**src/rtl/branch_pc_unit.sv**
```systemverilog
// branch_pc_unit
//   Owns the program counter and the branch-enable flag. BEN is computed
//   from IR[11:9] and the registered N/Z/P flags. The address adder forms
//   base (PC or SR1) plus a sign-extended IR offset, optionally doubled.
//   Its result is exported combinationally on ADDR and is one of the PC
//   load sources.
//
//   Optional feature: define BRANCH_STATS_EN to build saturating 16-bit
//   branch statistics counters. When it is undefined, br_count and
//   taken_count read as zero and stat_clr is ignored.
//
// Ports
//   clk, rst           clock; synchronous active-high reset
//   IR                 instruction register (nzp in [11:9], offsets below)
//   N, Z, P            registered condition codes
//   LD_BEN, LD_PC      load strobes for BEN and PC
//   PCMUX              00 PC+2, 01 BUS, 10 ADDR, 11 hold
//   ADDR1MUX           adder base: 0 PC, 1 SR1
//   ADDR2MUX           adder offset: 00 zero, 01 IR[5:0], 10 IR[8:0], 11 IR[10:0]
//   LSHF1              double the offset before the add
//   SR1, BUS           base register value, system bus
//   PC, BEN            registered outputs
//   ADDR               combinational adder result
//   stat_clr           clear statistics counters
//   br_count           number of BEN evaluations
//   taken_count        number of evaluations that produced BEN=1
module branch_pc_unit #(
  parameter logic [15:0] RESET_PC = 16'h0000
) (
  input  logic        clk,
  input  logic        rst,
  input  logic [15:0] IR,
  input  logic        N,
  input  logic        Z,
  input  logic        P,
  input  logic        LD_BEN,
  input  logic        LD_PC,
  input  logic [1:0]  PCMUX,
  input  logic        ADDR1MUX,
  input  logic [1:0]  ADDR2MUX,
  input  logic        LSHF1,
  input  logic [15:0] SR1,
  input  logic [15:0] BUS,
  output logic [15:0] PC,
  output logic        BEN,
  output logic [15:0] ADDR,
  input  logic        stat_clr,
  output logic [15:0] br_count,
  output logic [15:0] taken_count
);

  logic [15:0] pc_q, pc_d;
  logic        ben_q, ben_d;
  logic        ben_new;
  logic [15:0] base;
  logic [15:0] op2;
  logic [15:0] op2_sh;

  // IR[15:12] is the opcode field; the sequencer decodes it elsewhere.
  logic [3:0] unused_ir;
  assign unused_ir = IR[15:12];

  always_comb begin
    base = ADDR1MUX ? SR1 : pc_q;
    op2  = 16'h0000;
    case (ADDR2MUX)
      2'b00: op2 = 16'h0000;
      2'b01: op2 = {{10{IR[5]}}, IR[5:0]};
      2'b10: op2 = {{7{IR[8]}}, IR[8:0]};
      2'b11: op2 = {{5{IR[10]}}, IR[10:0]};
      default: op2 = 16'h0000;
    endcase
    // The shift drops op2[15]; the add drops its carry (mod 2^16).
    op2_sh = LSHF1 ? {op2[14:0], 1'b0} : op2;
    ADDR   = base + op2_sh;
  end

  always_comb begin
    ben_new = (IR[11] & N) | (IR[10] & Z) | (IR[9] & P);
    ben_d   = LD_BEN ? ben_new : ben_q;

    pc_d = pc_q;
    if (LD_PC) begin
      case (PCMUX)
        2'b00:   pc_d = pc_q + 16'd2;
        2'b01:   pc_d = BUS;
        2'b10:   pc_d = ADDR;
        default: pc_d = pc_q;
      endcase
      // Word alignment: bit 0 of every loaded PC is cleared.
      pc_d[0] = 1'b0;
    end
  end

  always_ff @(posedge clk) begin
    if (rst) begin
      pc_q  <= {RESET_PC[15:1], 1'b0};
      ben_q <= 1'b0;
    end else begin
      pc_q  <= pc_d;
      ben_q <= ben_d;
    end
  end

  assign PC  = pc_q;
  assign BEN = ben_q;

`ifdef BRANCH_STATS_EN
  logic [15:0] br_count_q, br_count_d;
  logic [15:0] taken_count_q, taken_count_d;

  function automatic logic [15:0] sat_inc(input logic [15:0] v);
    return (v == 16'hFFFF) ? v : v + 16'd1;
  endfunction

  always_comb begin
    br_count_d    = br_count_q;
    taken_count_d = taken_count_q;
    if (stat_clr) begin
      br_count_d    = 16'h0000;
      taken_count_d = 16'h0000;
    end else if (LD_BEN) begin
      br_count_d = sat_inc(br_count_q);
      if (ben_new) taken_count_d = sat_inc(taken_count_q);
    end
  end

  always_ff @(posedge clk) begin
    if (rst) begin
      br_count_q    <= 16'h0000;
      taken_count_q <= 16'h0000;
    end else begin
      br_count_q    <= br_count_d;
      taken_count_q <= taken_count_d;
    end
  end

  assign br_count    = br_count_q;
  assign taken_count = taken_count_q;
`else
  logic unused_stat_clr;
  assign unused_stat_clr = stat_clr;
  assign br_count        = 16'h0000;
  assign taken_count     = 16'h0000;
`endif

endmodule
```
**config.mk**
```make
export PLATFORM = sky130hd
export DESIGN_NAME = branch_pc_unit
export DESIGN_NICKNAME = d
export VERILOG_FILES = /design/src/rtl/branch_pc_unit.sv
export SDC_FILE = /design/constraint.sdc
export NUM_CORES = 1
export LEC_CHECK = 0
export CAP_MARGIN = 10
export CORE_MARGIN = 2
export CORE_UTILIZATION = 38
export DETAILED_ROUTE_END_ITERATION = 6
export PLACE_DENSITY = 0.83
export SLEW_MARGIN = 20
export SYNTH_ARGS = -nofsm -noshare
export SYNTH_HDL_FRONTEND = slang
export SYNTH_SLANG_ARGS = --single-unit
```
**constraint.sdc**
```tcl
create_clock -name clk -period 4.15 [get_ports clk]
set_input_delay 0.83 -clock clk [delete_from_list [all_inputs] [get_ports clk]]
set_output_delay 0.83 -clock clk [all_outputs]
set_load 0.01 [all_outputs]
```
==> results of run 1 <==
-- state kept, by name, summed over array words and instances, names as in the netlist --
signal	cells
PC	15
BEN	1
-- cells in the mapped netlist (5+ instances only) --
cell	number	area share, %
o21ai_0	22	4.2
mux2i_1	13	5.0
nor3b_1	5	1.4
nand2_1	16	2.3
xnor2_1	13	4.3
a31oi_1	5	1.2
buf_4	33	9.5
nand4_1	5	1.2
nor2_1	35	5.0
a211oi_1	8	2.3
a21oi_1	30	5.7
o21bai_1	5	1.4
mux2_2	14	6.0
inv_1	10	1.4
xor2_1	7	2.3
nor3_1	10	1.9
dfxtp_1	16	12
nand3_1	12	2.3
ha_1	16	7.6
clkbuf_1	17	2.4
-- cell type report --
cell class | instances | area share [%]
Multi-Input combinational cell | 311 | 53.96
Timing Repair Buffer | 156 | 33.75
Sequential cell | 16 | 7.826
Tap cell | 80 | 2.446
Clock buffer | 3 | 1.009
Inverter | 10 | 1.009
-- per-stage QoR --
| step | util (%) | instance area, sq um | cells | setup TNS (ns) |
|---|---|---|---|---|
| 6_report | 60.91 | 4093 | 576 | -0.07449 |
| 5_1_grt | 60.91 | 4093 | 576 | -0.4423 |
| 4_1_cts | 59.20 | 3978 | 571 | 0 |
| 3_5_place_dp | 57.23 | 3845 | 566 | -6.300 |
| 3_3_place_gp | 57.23 | 3845 | 566 | -6.009 |
| 2_1_floorplan | - | 2745 | 390 | 0 |
-- power by group through the flow --
stage | registers (mW) | clock network [mW] | logic (mW)
2_1_floorplan | 0.189 | 0 | 0.308
3_3_place_gp | 0.190 | 0 | 0.600
3_5_place_dp | 0.192 | 0 | 0.615
4_1_cts | 0.188 | 0.126 | 0.625
5_1_grt | 0.191 | 0.131 | 0.715
6_report | 0.189 | 0.126 | 0.668
-- critical path: cells and delay by family --
family / cells / cell delay (ns)
AO/OA/AOI/OAI: 2 / 0.40
XOR/XNOR: 1 / 0.29
AND/OR/NAND/NOR: 3 / 0.27
buffers and inverters: 5 / 1.25
adder cells (fa/ha/maj): 1 / 0.35
-- repair_timing --
item,in CTS,in global routing
setup endpoints to repair,12,7
resized for setup,56,32
buffers inserted,2,5
pin swaps,12,16
-- cell families after synthesis --
group / Yosys count / synth area share [%]
and+or+nand+nor: 110 / 21.87
other: 1 / 0.1431
AOI/OAI and AO/OA: 104 / 25.60
DFF: 16 / 12.23
muxes: 27 / 10.98
xor gates and xnor gates: 20 / 6.686
buffers and inverters: 63 / 14.09
adders and majority gates: 17 / 8.405
-- layer usage --
metal	GRT usage (%)	routed length, um
met5	0	0
met4	10.65	380
met3	2.749	627
met2	41.01	4662
met1	28.60	3740
-- worst paths after layout --
| path | start | to | slack [ns] | cells after the start |
|---|---|---|---|---|
| min | BEN$_SDFFE_PP0P_ | BEN$_SDFFE_PP0P_ | 0.50 | 2 |
| max | ADDR2MUX[0] | ADDR[6] | -0.07 | 12 |
| min reg2reg | BEN$_SDFFE_PP0P_ | BEN$_SDFFE_PP0P_ | 0.50 | 2 |
| max reg2reg | PC[6]$_SDFFE_PP0P_ | PC[15]$_SDFFE_PP0P_ | 1.12 | 12 |
==> summary.txt, run 1 <==
Power and ir drop
  – Sw Ratio: between 40% and 50%
  – Worst vdd ir: roughly 0.12 mV
  – Power, Total: 0.9830 mW
  – Static Leakage: around 1.8 nW
  – Combinational share of power: 67.9%
  – Design internal power: 0.5842 mW
  – Reg power frac: 19.2%
  – Sw power: 0.3987 mW
  – PD cells: 240.2 nW/um^2
  – Clk pwr share: 12.8%

Detailed routing
  – Post-route DRC: 0
  – Total number of vias: 3243
  – Router iterations before antenna repair: 5
  – Vias per inst: 5.630
  – Drt total wl: 9410 um
  – ANT nets after route: 0
  – DRT iter0 DRCs: 179
  – Post-DR wirelength/cell: 16.34 um

Timing
  – Final setup fails: 1
  – Worst Skew: a little under 0.009 ns
  – Final period util: 101.8%
  – Fin crit period: 4.224 ns
  – Worst-margin pin slew: 0.8549 ns
  – RSZ-0062 raised after global routing: yes
  – FMAX: 0.2367 GHz
  – Hold WS: approximately 0.50 ns
  – Slew HR: about 43%
  – Hold Violations, Final: 0
  – Fin worst setup slack: -0.07449 ns
  – Fin. max-slew vios: 0

Status
  – Status: complete, but fails checks
  – Failing checks: negative setup slack

Layout
  – Commonest non-fill, non-tap cell in the layout: clkdlybuf4s50_1
  – Most frequent cells in the layout: 69 x clkdlybuf4s50_1, 65 x buf_4, 33 x conb_1, 28 x nor2_1, 23 x a21oi_1
  – Register area: 320.3 sq um
  – Area of the multi-input gates: between 2000 and 2500 sq um
  – Layout fillers: around 560
  – NumNets Final: 577
  – Layout area overhead: 56.21%
  – Fraction of layout cells with a size suffix above 1: 26.81%
  – Ant diodes: 0

Setup path
  – Setup CP Type: primary input to output pin
  – Most frequent CP cell: buf_4
  – CP Capture Type: output pin
  – CP max-delay cell: clkdlybuf4s50_1
  – Crit path max fanout: 3
  – Critical path's largest stage delay: 0.60 ns
  – Req. time, crit path: 3.32 ns
  – Worst setup SP type: primary input
  – Crit-path cells: clkdlybuf4s15_1 -> nor2_2 -> buf_4 -> buf_4 -> nor2_2 -> ha_1 -> buf_4 -> nand2_1 -> o21ai_1 -> a21oi_1 -> xnor2_1 -> clkdlybuf4s50_1
  – Data arrival, critical path: 3.39 ns

Global routing
  – Vias in the first global route: 3032
  – Initial antenna violation count: 0
  – Gr ovfl total: 0
  – Pin count of the biggest net entering global routing: 27
  – GRT Util Overall: 23.47%
  – First-pass GRT wire length: 14300 um

Floorplanning
  – Die area: 7575 sq um
  – Core area: 6719 sq um
  – Die W: 87.04 um
  – Io pins: 127
  – Std cell rows: 30
  – Die height: 87.04 um
  – Initial Util: 38.99%

CTS
  – Clk sinks: 16
  – CTS H-Tree Depth: 1
  – Num CTS Buffers: 3
  – Later-pin clock latency in the skew report: around 0.26 ns
  – Post-CTS Hold Buffers: 0
  – CTS tree: built
  – Clock-pin slew on the worst setup and hold paths: 0.08 ns
  – Clock buffer depth: 2
  – Clock root cell: clkbuf_8

Synthesis
  – Post-synthesis async set-or-reset flop share: 0%
  – Synth Instances: 358
  – Ys Warns: 0
  – Top_reg_cell synth: dfxtp_1
  – Distinct cell type count after synthesis: 60
  – Post-synthesis register bit count: 16
  – Sequential-to-total area share from yosys stat: 12.23%
  – Area of the mapped netlist: 2620 sq um
  – Post-synth EDFFs: 0
  – Syn Area/Cell: 7.318 sq um

Hold path
  – Min-Delay Path Class: flop to flop

Place
  – Port-buffer cells: 87
  – Routability cong.: 0.8911
  – Pre-CTS WS: -0.7862 ns
  – Placed wire-length estimate: 6888 um

Run
  – Max cap viols: 0
Power figures use the tool's default switching activity.
==> inputs of run 2 (changes only) <==
--- a/config.mk
+++ b/config.mk
@@ -10,7 +10,7 @@
 export CORE_UTILIZATION = 38
 export DETAILED_ROUTE_END_ITERATION = 6
 export PLACE_DENSITY = 0.83
-export SLEW_MARGIN = 20
+export SKIP_CTS_REPAIR_TIMING = 1
 export SYNTH_ARGS = -nofsm -noshare
 export SYNTH_HDL_FRONTEND = slang
 export SYNTH_SLANG_ARGS = --single-unit
==> run 2 against run 1 <==
  * The run still ends with negative setup slack left
  * Fmax is 1.3% higher
  * Final cell count decreased by 0.35%
  * Sequential cell count unchanged
  * Count of clock-buffer cells in the layout is the same
  * Clock power hardly changed
  * Setup slack better by 0.054 ns
  * Global-route usage fell by 1.1 points
  * Core utilization fell by 0.37 points
  * Combinational power shrank 2%
==> summary.txt, run 2 (same netlist as run 1, synthesis figures left out) <==
Hold path
  – Min-Delay Path Class: flop to flop
  – WHS Path Cells: 2 (unchanged)

Floorplanning
  – Die area: 7575 sq um (unchanged)
  – Core area: 6719 sq um (unchanged)
  – Initial Util: 38.99% (unchanged)
  – Die W: 87.04 um (unchanged)
  – Die height: 87.04 um (unchanged)
  – Std cell rows: 30 (unchanged)
  – Io pins: 127 (unchanged)

Power and ir drop
  – Combinational share of power: 67.4% (-0.5 points)
  – Sw Ratio: 40.01% (-0.55 points)
  – Clk pwr share: 13.2% (+0.4 points)
  – Design internal power: 0.5834 mW (-0.15%)
  – Worst vdd ir: 0.1194 mV (+3.7%)
  – PD cells: 239.1 nW/um^2 (-0.46%)
  – Reg power frac: 19.4% (+0.2 points)
  – Static Leakage: 1.885 nW (+2.8%)
  – Sw power: 0.3891 mW (-2.4%)

Setup path
  – Levels on crit path: 12 (unchanged)
  – Crit path buf inv count: 5 (unchanged)
  – Worst setup SP type: primary input
  – Data arrival, critical path: 3.34 ns (-0.05 ns)
  – Req. time, crit path: 3.32 ns (about the same)
  – CP Capture Type: output pin
  – Setup CP Type: primary input to output pin
  – Worst r2r path cells: 11 (-1)
  – Crit-path cells: dlymetal6s2s_1 -> buf_4 -> mux2_2 -> ha_1 -> buf_4 -> nand4_1 -> a31oi_1 -> buf_4 -> a221o_1 -> nor2_2 -> xnor2_1 -> buf_2
  – CP max-delay cell: a221o_1
  – Critical path's largest stage delay: 0.38 ns (-0.22 ns)
  – Crit path max-delay family: buffers and inverters
  – Most frequent CP cell: buf_4
  – Crit path max fanout: 6 (+3)

Detailed routing
  – Router iterations before antenna repair: 5 (unchanged)
  – Drt total wl: 8986 um (-4.5%)
  – Total number of vias: 3204 (-1.2%)
  – Post-route DRC: 0 (unchanged)
  – Post-DR wirelength/cell: 15.66 um (-4.2%)
  – DRT iter0 DRCs: 173 (-3.4%)
  – ANT nets after route: 0 (unchanged)
  – Vias per inst: 5.582 (-0.86%)

Global routing
  – First-pass GRT wire length: 13670 um (-4.4%)
  – Vias in the first global route: 2914 (-3.9%)
  – Initial antenna violation count: 0 (unchanged)
  – Pin count of the biggest net entering global routing: 27 (unchanged)
  – Gr ovfl total: 0 (unchanged)
  – GRT Util Overall: 22.33% (-1.1 points)

CTS
  – Clock buffer depth: 2 (unchanged)
  – Clock root cell: clkbuf_8
  – Clk sinks: 16 (unchanged)
  – CTS H-Tree Depth: 1 (unchanged)
  – Clock-pin slew on the worst setup and hold paths: 0.08 ns (about the same)
  – Num CTS Buffers: 3 (unchanged)
  – Later-pin clock latency in the skew report: 0.26 ns (about the same)
  – CTS tree: built

Place
  – Port-buffer cells: 87 (unchanged)
  – Placed Cells incl. Taps: 566 (unchanged)
  – Routability cong.: 0.8911 (unchanged)
  – Pre-CTS WS: -0.7862 ns (unchanged)
  – Placed wire-length estimate: 6888 um (unchanged)

Layout
  – Ant diodes: 0 (unchanged)
  – Final non-filler cell total: 574 (-0.35%)
  – Most frequent cells in the layout: 69 x clkdlybuf4s50_1, 65 x buf_4, 33 x conb_1, 28 x nor2_1, 23 x a21oi_1
  – Fraction of layout cells with a size suffix above 1: 25.30% (-1.5 points)
  – Max reg flops: 15 (unchanged)
  – NumNets Final: 575 (-0.35%)
  – Final Util: 60.54% (-0.37 points)
  – Commonest non-fill, non-tap cell in the layout: clkdlybuf4s50_1
  – Layout area overhead: 55.25%

Timing
  – Worst Skew: 0.006552 ns (-0.002136 ns)
  – Fin crit period: 4.170 ns (-0.05445 ns)
  – Hold WS: 0.5016 ns (-0.002117 ns)
  – FMAX: 0.2398 GHz (+1.3%)
  – Final period util: 100.5% (-1.3 points)
  – Fin worst setup slack: -0.02004 ns (+0.05445 ns)
  – Fin. max-slew vios: 0 (unchanged)
  – Final setup fails: 1 (unchanged)
  – Slew HR: 42.31% (-0.52 points)
  – Worst-margin pin slew: 0.8627 ns (+0.007799 ns)
  – Hold Violations, Final: 0 (unchanged)

Run
  – Max cap viols: 0 (unchanged)

Status
  – Status: complete, but fails checks
  – Failing checks: negative setup slack
run 2: worst paths after layout:
path / start / slack, ns / endpoint
max reg2reg: PC[6]$_SDFFE_PP0P_ / 1.30 / PC[15]$_SDFFE_PP0P_
min reg2reg: BEN$_SDFFE_PP0P_ / 0.50 / BEN$_SDFFE_PP0P_
min: BEN$_SDFFE_PP0P_ / 0.50 / BEN$_SDFFE_PP0P_
max: ADDR1MUX / -0.02 / ADDR[13]
run 2: cell type report:
type	instances	area (sq um)
Fill cell	567	2651
Inverter	10	40.04
Tap cell	80	100.1
Sequential cell	16	320.3
Timing Repair Buffer	154	1389
Multi-Input combinational cell	311	2177
Clock buffer	3	41.29
run 2: stage by stage:
step                      instance area [sq um]  total power [mW]  TNS (ns)
after floorplan                            2745            0.4968         0
after global placement                     3845            0.7903    -6.009
after detailed placement                   3845            0.8068    -6.300
after CTS                                  3886            0.9317    -6.438
after global routing                       4068             1.027   -0.1648
final                                      4068            0.9725  -0.02004
run 2: tightest hold or removal path: stages, from the launching register on:
cell and delay (ns):
dfxtp_1 0.32, nor2_1 0.09, a211oi_1 0.05
run 2: per-layer routing:
metal  part of all wire, %  wire (um)  vias up  global-route usage [%]
li1                      -          -     1518                       -
met1                    40       3639     1489                   27.72
met2                    49       4405      169                   38.65
met3                   7.3        655       28                   2.654
met4                   3.2        286        0                   9.517
met5                     0          0        -                       0
run 2: power groups by stage:
stage	Sequential [mW]	Combinational [mW]	Clock, mW
after CTS	0.188	0.618	0.126
final	0.188	0.656	0.128
after detailed placement	0.192	0.615	0
after global routing	0.191	0.705	0.131
after floorplan	0.189	0.308	0
after global placement	0.190	0.600	0
